--- config.mk ---
export PLATFORM = sky130hd
export DESIGN_NAME = branch_ctrl
export DESIGN_NICKNAME = d
export VERILOG_FILES = /design/src/rtl/branch_ctrl_pkg.sv /design/src/rtl/branch_ctrl_br_unit.sv /design/src/rtl/branch_ctrl.sv
export SDC_FILE = /design/constraint.sdc
export NUM_CORES = 1
export LEC_CHECK = 0
export CAP_MARGIN = 10
export CORE_UTILIZATION = 45
export DETAILED_ROUTE_END_ITERATION = 12
export PLACE_DENSITY = 0.85
export SYNTH_ARGS = -nofsm -noshare
export SYNTH_HDL_FRONTEND = slang
export SYNTH_SLANG_ARGS = --single-unit
--- constraint.sdc ---
create_clock -name clk -period 4.69 [get_ports clk]
set_input_delay 0.7035 -clock clk [delete_from_list [all_inputs] [get_ports clk]]
set_output_delay 0.7035 -clock clk [all_outputs]
set_load 0.005 [all_outputs]
--- src/rtl/branch_ctrl_pkg.sv ---
// Shared definitions for the EX-stage branch resolution / PC redirect controller.
// Comparator select codes follow the RV32I branch funct3 encoding.
package branch_ctrl_pkg;

    localparam logic [2:0] BR_UNIT_SEL_BEQ  = 3'b000;
    localparam logic [2:0] BR_UNIT_SEL_BNE  = 3'b001;
    localparam logic [2:0] BR_UNIT_SEL_BLT  = 3'b100;
    localparam logic [2:0] BR_UNIT_SEL_BGE  = 3'b101;
    localparam logic [2:0] BR_UNIT_SEL_BLTU = 3'b110;
    localparam logic [2:0] BR_UNIT_SEL_BGEU = 3'b111;

    typedef enum logic [1:0] {
        BRC_ST_IDLE  = 2'd0,
        BRC_ST_PEND  = 2'd1,
        BRC_ST_FLUSH = 2'd2
    } brc_state_t;

    // Only 4-byte instruction alignment is checked; JALR already clears bit 0.
    function automatic logic target_misaligned(input logic [31:0] target);
        return target[1];
    endfunction

endpackage

--- src/rtl/branch_ctrl_br_unit.sv ---
// Branch comparator: evaluates the condition selected by sel on two operands.
// Latency: combinational, zero cycles.
// Backpressure: none; pure function of its inputs.
module branch_ctrl_br_unit
    import branch_ctrl_pkg::*;
(
    input  logic [31:0] rs1_data,
    input  logic [31:0] rs2_data,
    input  logic [2:0]  sel,
    output logic        br_en
);

    logic eq;
    logic lt_s;
    logic lt_u;

    assign eq   = (rs1_data == rs2_data);
    assign lt_s = ($signed(rs1_data) < $signed(rs2_data));
    assign lt_u = (rs1_data < rs2_data);

    always_comb begin
        br_en = 1'b0;
        case (sel)
            BR_UNIT_SEL_BEQ:  br_en = eq;
            BR_UNIT_SEL_BNE:  br_en = !eq;
            BR_UNIT_SEL_BLT:  br_en = lt_s;
            BR_UNIT_SEL_BGE:  br_en = !lt_s;
            BR_UNIT_SEL_BLTU: br_en = lt_u;
            BR_UNIT_SEL_BGEU: br_en = !lt_u;
            default:          br_en = 1'b0;
        endcase
    end

endmodule

--- src/rtl/branch_ctrl.sv ---
// EX-stage control-transfer sequencer: resolves branches/jumps, traps and MRET into a held PC redirect.
// Latency: redirect, flushes and misalign pulse are registered, visible one cycle after resolution.
// Backpressure: redirect held in PEND until fetch_ready; busy stalls upstream issue outside IDLE.
module branch_ctrl
    import branch_ctrl_pkg::*;
#(
    parameter logic [31:0] RESET_PC     = 32'h0000_0000,
    parameter int          FLUSH_CYCLES = 1
) (
    input  logic        clk,
    input  logic        rst,
    input  logic        ex_valid,
    input  logic        ex_is_br,
    input  logic        ex_is_jal,
    input  logic        ex_is_jalr,
    input  logic [2:0]  ex_br_sel,
    input  logic [31:0] ex_pc,
    input  logic [31:0] ex_imm,
    input  logic [31:0] rs1_data,
    input  logic [31:0] rs2_data,
    input  logic        stall_in,
    input  logic        trap_req,
    input  logic [31:0] trap_vec,
    input  logic        mret_req,
    input  logic [31:0] mepc,
    input  logic        fetch_ready,
    output logic        redirect_valid,
    output logic [31:0] redirect_pc,
    output logic        flush_if,
    output logic        flush_id,
    output logic        busy,
    output logic        misalign_exc
);

    localparam logic [1:0] FLUSH_INIT = 2'(FLUSH_CYCLES);

    brc_state_t  state_q, state_d;
    logic [1:0]  cnt_q, cnt_d;
    logic [31:0] pc_q, pc_d;
    logic        rv_q, rv_d;
    logic        flush_q, flush_d;
    logic        mis_q, mis_d;

    logic        br_en;
    logic        ex_take;
    logic [31:0] ex_target;

    branch_ctrl_br_unit u_br_unit (
        .rs1_data (rs1_data),
        .rs2_data (rs2_data),
        .sel      (ex_br_sel),
        .br_en    (br_en)
    );

    assign ex_take = ex_valid & !stall_in &
                     ((ex_is_br & br_en) | ex_is_jal | ex_is_jalr);
    assign ex_target = ex_is_jalr ? ((rs1_data + ex_imm) & ~32'h1)
                                  : (ex_pc + ex_imm);

    always_comb begin
        state_d = state_q;
        cnt_d   = cnt_q;
        pc_d    = pc_q;
        mis_d   = 1'b0;
        case (state_q)
            BRC_ST_IDLE: begin
                if (trap_req) begin
                    pc_d    = trap_vec;
                    state_d = BRC_ST_PEND;
                end else if (mret_req) begin
                    pc_d    = mepc;
                    state_d = BRC_ST_PEND;
                end else if (ex_take) begin
                    // Misaligned targets never redirect; the CSR block follows up with a trap.
                    if (target_misaligned(ex_target)) begin
                        mis_d = 1'b1;
                    end else begin
                        pc_d    = ex_target;
                        state_d = BRC_ST_PEND;
                    end
                end
            end
            BRC_ST_PEND: begin
                if (trap_req) begin
                    pc_d = trap_vec;
                end else if (fetch_ready) begin
                    cnt_d   = FLUSH_INIT;
                    state_d = BRC_ST_FLUSH;
                end
            end
            BRC_ST_FLUSH: begin
                if (trap_req) begin
                    pc_d    = trap_vec;
                    state_d = BRC_ST_PEND;
                end else if (cnt_q <= 2'd1) begin
                    cnt_d   = 2'd0;
                    state_d = BRC_ST_IDLE;
                end else begin
                    cnt_d = cnt_q - 2'd1;
                end
            end
            default: begin
                state_d = BRC_ST_IDLE;
                cnt_d   = 2'd0;
            end
        endcase
        rv_d    = (state_d == BRC_ST_PEND);
        flush_d = (state_d != BRC_ST_IDLE);
    end

    always_ff @(posedge clk) begin
        if (rst) begin
            state_q <= BRC_ST_IDLE;
            cnt_q   <= 2'd0;
            pc_q    <= RESET_PC;
            rv_q    <= 1'b0;
            flush_q <= 1'b0;
            mis_q   <= 1'b0;
        end else begin
            state_q <= state_d;
            cnt_q   <= cnt_d;
            pc_q    <= pc_d;
            rv_q    <= rv_d;
            flush_q <= flush_d;
            mis_q   <= mis_d;
        end
    end

    assign redirect_valid = rv_q;
    assign redirect_pc    = pc_q;
    assign flush_if       = flush_q;
    assign flush_id       = flush_q;
    assign busy           = (state_q != BRC_ST_IDLE);
    assign misalign_exc   = mis_q;

endmodule
# Word-level counts from Yosys, hierarchy flattened
# Index checks and enable logic that the tools add are counted.
# classes
addsub	3
reduce_logical	13
order_cmp	3
n_mux	23
eq_ne	15
n_bitwise	7
# op_table
op	count
32-bit 2-to-1 mux	6
32-bit adder	2
32-bit less-than comparator	2
32-bit one-hot mux with 2 select lines	1
32-bit == test	1
2-bit 2-to-1 mux	12
3-bit == test, second input constant	4
2-bit one-hot mux with 3 select lines	2
4-bit != test, second input constant	2
4-bit AND reduction	2
2-bit != test, second input constant	3
1-bit one-hot mux with 6 select lines	1
2-bit nonzero test	3
5-bit OR reduction	1
2-bit by 1-bit == test with 1-bit output, second input constant	2
1-bit zero test	4
1-bit bitwise AND	3
3-bit by 1-bit == test with 1-bit output, second input constant	1
3-bit zero test	1
2-bit == test, second input constant	1
2-bit by 1-bit less-or-equal comparator with 1-bit output, second input constant	1
2-bit zero test	1
2-bit by 1-bit != test with 1-bit output, second input constant	1
1-bit inverter	2
4 further kinds	5
# word_totals
output_inout_bits	37
ff_bits	39
input_bits	205
word_cells	70

# Logic depth before layout (Yosys ltp)
# Gate-level depths: netlist of the first run.
# depth
word_depth	12
ltp_mapped	13
ltp_nobuf	12

# Cells and area by module
# Synthesis of the first run repeated with hierarchy kept, for this count alone.
# unflattened
hier_cells	944
area_unflattened_um2	6832.8
# by_module_without_submodules
module	n_inst	seq_area_each_um2	area_each_um2	cells_each
branch_ctrl	1	780.7	5926.9	825
branch_ctrl_br_unit	1	0.0	905.9	119

# Worst setup path after synthesis of the first run
# Ideal clock, no wire load.
# synth_path
path_kind	input to register
startpoint	in ex_imm[0]
endpoint	reg pc_q[28] (netlist: redirect_pc[28])
required_time_ns	4.599
arrival_time_ns	3.440
slack_ns	1.159
path_stages	12
setup_ns	0.091
n_path_buf	0
path_cell_list	and2_1 -> fa_1 -> a21o_1 -> a221o_2 -> a22o_2 -> a311oi_2 -> o211ai_1 -> a21oi_1 -> mux2i_1 -> a21oi_1 -> a211o_1 -> a311oi_1
# synth_via
elab_chain_cells	7
word_cells_on_any_way	10
cone_classes	add/sub: 2; eq/ne: 1; mux: 6; reduce/logical: 1
# synth_rtl
item	line	source
from (decl)	branch_ctrl.sv:18	input logic [31:0] ex_imm,
32-bit adder, on equally long branches	branch_ctrl.sv:58, branch_ctrl.sv:57	
32-bit 2-to-1 mux (*)	branch_ctrl.sv:57	assign ex_target = ex_is_jalr ? ((rs1_data + ex_imm) & ~32'h1)
32-bit 2-to-1 mux	branch_ctrl.sv:75	if (target_misaligned(ex_target)) begin
32-bit 2-to-1 mux	branch_ctrl.sv:73	end else if (ex_take) begin
32-bit 2-to-1 mux	branch_ctrl.sv:70	end else if (mret_req) begin
32-bit 2-to-1 mux	branch_ctrl.sv:67	if (trap_req) begin
32-bit one-hot mux with 2 select lines	branch_ctrl.sv:65	case (state_q)
to (signal assigned)	branch_ctrl.sv:122	pc_q <= pc_d;
to (decl)	branch_ctrl.sv:39	logic [31:0] pc_q, pc_d;
# Every way passes the cells marked *; elsewhere a longest branch is shown, timed or not. The select of a mux whose other input is x is not followed.
# A chain may end at the register's enable or synchronous reset.

# Worst setup path after layout of the first run
# layout_path
startpoint	in rs2_data[10]
endpoint	reg pc_q[0] (netlist: redirect_pc[0])
# layout_via
elab_chain_cells	9
word_cells_on_any_way	13
cone_classes	order compare: 2; eq/ne: 2; mux: 1; bitwise: 4; reduce/logical: 4
# layout_rtl
item	line	source
from (decl)	branch_ctrl.sv:20	input logic [31:0] rs2_data,
32-bit less-than comparator, or another cell as far along	branch_ctrl_br_unit.sv:19	assign lt_u = (rs1_data < rs2_data);
1-bit zero test, on equally long branches	branch_ctrl_br_unit.sv:29, branch_ctrl_br_unit.sv:25, branch_ctrl_br_unit.sv:27	
1-bit one-hot mux with 6 select lines (*)	branch_ctrl_br_unit.sv:23	case (sel)
1-bit bitwise AND (*)	branch_ctrl.sv:56	((ex_is_br & br_en) | ex_is_jal | ex_is_jalr);
1-bit bitwise OR (*) (2 in series)	branch_ctrl.sv:56	
1-bit bitwise AND (*)	branch_ctrl.sv:55	assign ex_take = ex_valid & !stall_in &
4-bit != test (no source line) (*)	n/a	
4-bit AND reduction (no source line) (*)	n/a	
# Every way passes the cells marked *; elsewhere a longest branch is shown, timed or not.

==> flow_summary.ini, run 1 <==
[run_status]
status = complete, no violations

[setup_path]
r2r_start = state_q[0]
critical_path.top_delay_family = compound AO/OA/AOI/OAI gates
reg2reg_slack_ns = 1.95
worstSetupStartpointType = input port
crit_fanout = 14
worstSetupStartpoint = rs2_data[10]
reg2reg_to = redirect_pc[14]
reg2reg_depth = 8
criticalPathCategory = input port to flip-flop
cp_num_cells = 14
path_buf_inv = 3
crit_required_ns = 4.81
crit_top_cell = mux2i_1
cp_slowest_cell = a31oi_4
cp_cell_sequence = clkdlybuf4s50_1, inv_1, ha_1, a21oi_1, nand2_1, a221oi_1, o211ai_1, a211oi_2, mux2i_1, mux2i_1, a31oi_4, buf_4, mux2i_1, nor2_1
cp-end-kind = flip-flop
arrival_ns = 4.19
max_stage_delay_ns = 0.47

[sta]
rsz0062_at_grt = false
setup_violations = 0
slew_headroom = 0.310
max_freq_mhz = 246
setup_ws_ns = 0.620
finalCritPeriodShare = 0.868
fin_skew_ns = 0.00341
period_minus_slack_ns = 4.07
tns_ns = 0
tightestPinTransition_ns = 1.03
timing.final.hold_violations = 0
drv_slew = 0

[clock_tree]
cts_hold_buf = 0
cts_buffers = 5
cts_setup_buffers = 0
cts_tree = built
worstSkewPairLatency_ns = 0.27
h-tree-depth = 2
cts_root_buf = clkbuf_16
ctsResizeCount = 0
cts_buffer_depth = 2
clkSlewWorstSetupHoldPaths_ns = 0.06
clock-sinks = 39

[detailed_routing]
viasPerCell = 5.86
first_iter_violations = 499
first_pass_iters = 5
wl_per_cell_um = 17.5
ant_nets = 0
vias = 7582
finalWirelength_um = 22600
drt_drc_violations_left = 0

[cells_and_area]
fillers = 1185
multi_input_area_um2 = 5350
drive_above_1_share = 0.0449
area_delta_synth_final_pct = 42.9
antennaDiodeCount = 0
seq_area_um2 = 781
finalNetCount = 1417
stdcell_area_um2 = 9190

[die]
die-area_um2 = 14800
pin_count = 242
core_area_um2 = 13900
die_y_um = 122
rows = 43
die_x_um = 122
start_util = 0.462

[placed_design]
place.gp.congestion = 0.910
place_area_um2 = 9040
portBuffers = 241
dp_slack_ns = 0.364
dp_hpwl_um = 18800

[power_and_ir_drop]
p_sw_mw = 0.718
pwr_density_cell_nw_per_um2 = 203
irDropWorstVdd_mv = 0.208
power_frac_seq = 0.217
p_int_mw = 1.15
clockPowerShare = 0.177
swShare = 0.384
pwr-share-comb = 0.606
leakage_nw = 3.91

[grt]
grt_pass1_vias = 7038
grt.overflow.total = 0
antenna_found_initial = 0
grt_usage = 0.299
grt_pass1_wl_um = 34800
grt_max_degree = 42

[hold_path]
min_delay_worst_endpoint = cnt_q[1]
hold_path_depth = 2
min_path_type = flip-flop to flip-flop
hp-start = cnt_q[1]

[synth]
syn-num-nets = 1188
yosysWarningCount = 0
synth_area_um2 = 6430
synth_edf_count = 0
async_flop_share = 0
ys_seq_area_frac = 0.121
synth-seq-cells = 39
yosysUniqueCellTypes = 75
synthCells = 884
syn_avg_cell_area_um2 = 7.28
synth_ff_type = dfxtp_1

[flow_run]
max-cap-violations = 0
-- final cells by class --
class                      count  share of cell area
multi-input combinational    768               0.582
timing repair buffer         253               0.274
sequential                    39              0.0850
tap                          180              0.0245
inverter                      46              0.0188
clock buffer                   6              0.0151
clock inverter                 1            0.000545
-- worst max-delay path by stage --
stage                                  to  slack (ns)
after floorplan           redirect_pc[28]        1.16
after global placement     redirect_pc[2]        0.38
after detailed placement   redirect_pc[2]        0.36
after CTS                  redirect_pc[0]        0.61
after global routing      redirect_pc[21]        0.23
final                      redirect_pc[0]        0.62
-- layout by cell type, fill, tap and decap left out, drive strengths merged, types with 3 or more instances in the layout --
cell and instances:
buf 12, ha 97, a311oi 13, nand2 85, nor3 18, o211ai 10, a211oi 33, nor3b 4
xnor2 28, and3 15, dfxtp 39, nand2b 9, o22ai 4, a22oi 3, a21oi 98, a221oi 6
or3 6, a21o 28, or4 3, a31o 4, nor4 6, mux2i 11, nand3 22, nand4 20
o21ai 63, a211o 5, inv 46, or2 3, a31oi 10, xor2 23, a221o 5, clkbuf 6
nor2 80, o31ai 6, clkdlybuf4s50 241, nor2b 12, o21a 6
-- metal layers --
metal,vias up,global-route usage,part of all wire
met2,330,0.535,0.48
met5,-,0,0
met1,3451,0.372,0.42
li1,3770,-,-
met3,31,0.0473,0.077
met4,0,0.0756,0.024
-- sequential cells by signal, indices dropped and copies added, names as in the netlist --
name and flops:
cnt_q 2, redirect_valid 1, flush_id 1, state_q 2, redirect_pc 32, misalign_exc 1
-- tightest hold or removal path, cell delays in order (launching register included) --
cell,delay (ns)
dfxtp_1,0.31
nand2b_1,0.06
a21oi_1,0.04
-- per-stage QoR --
| stage | instances | hold WS (ns) | util | power [mW] |
|---|---|---|---|---|
| CTS | 1293 | 0.456 | 0.659 | 1.86 |
| floorplan | 884 | 0.427 | - | 1.06 |
| detailed placement | 1286 | 0.447 | 0.649 | 1.52 |
| global placement | 1286 | 0.441 | 0.649 | 1.51 |
| finish | 1293 | 0.452 | 0.659 | 1.87 |
| global route | 1293 | 0.466 | 0.659 | 2.00 |
-- cells in the mapped netlist (4+ instances only) --
| library cell | count | area [µm²] |
|---|---|---|
| a21oi_1 | 97 | 485 |
| ha_1 | 97 | 1210 |
| nand2_1 | 85 | 319 |
| nor2_1 | 79 | 297 |
| o21ai_0 | 60 | 300 |
| inv_1 | 46 | 173 |
| dfxtp_1 | 39 | 781 |
| a211oi_1 | 30 | 225 |
| a21o_1 | 28 | 210 |
| xnor2_1 | 28 | 245 |
| clkbuf_1 | 24 | 90.1 |
| xor2_1 | 23 | 201 |
| nand3_1 | 22 | 110 |
| nand4_1 | 20 | 125 |
| nor3_1 | 16 | 80.1 |
| and3_1 | 15 | 93.8 |
| nor2b_1 | 12 | 75.1 |
| a311oi_1 | 11 | 96.3 |
| mux2i_1 | 11 | 110 |
| o211ai_1 | 10 | 75.1 |
| nand2b_1 | 9 | 56.3 |
| a31oi_1 | 8 | 50.1 |
| a221oi_1 | 6 | 52.6 |
| nor4_1 | 6 | 37.5 |
| o21a_1 | 6 | 45.0 |
| or3_1 | 6 | 37.5 |
| a211o_1 | 5 | 43.8 |
| buf_2 | 5 | 25.0 |
| a221o_1 | 4 | 40.0 |
-- logic make-up (layout without fill, tap and decap cells) --
family          Yosys count  in the layout  share of synthesized area
compound gates          317            317                      0.332
xor+xnor                 51             51                     0.0695
fa+ha+maj                99             99                      0.195
buf+inv                  77            306                     0.0471
flops                    39             39                      0.121
mux                      13             13                     0.0206
simple gates            288            288                      0.215
-- power by group through the flow --
stage | clock network, mW | registers [mW] | logic, mW
3_5_place_dp | 0 | 0.413 | 1.11
2_1_floorplan | 0 | 0.412 | 0.648
5_1_grt | 0.348 | 0.412 | 1.23
4_1_cts | 0.335 | 0.406 | 1.12
6_report | 0.331 | 0.406 | 1.13
3_3_place_gp | 0 | 0.413 | 1.09
(Power assumes the default switching activity.)
==> run 2, diff against run 1 <==
--- a/config.mk
+++ b/config.mk
@@ -5,7 +5,7 @@
 export SDC_FILE = /design/constraint.sdc
 export NUM_CORES = 1
 export LEC_CHECK = 0
-export CAP_MARGIN = 10
+export CAP_MARGIN = 20
 export CORE_UTILIZATION = 45
 export DETAILED_ROUTE_END_ITERATION = 12
 export PLACE_DENSITY = 0.85
==> results of run 2 <==
Same layout as run 1: the final DEF is identical, and so are final timing and power.
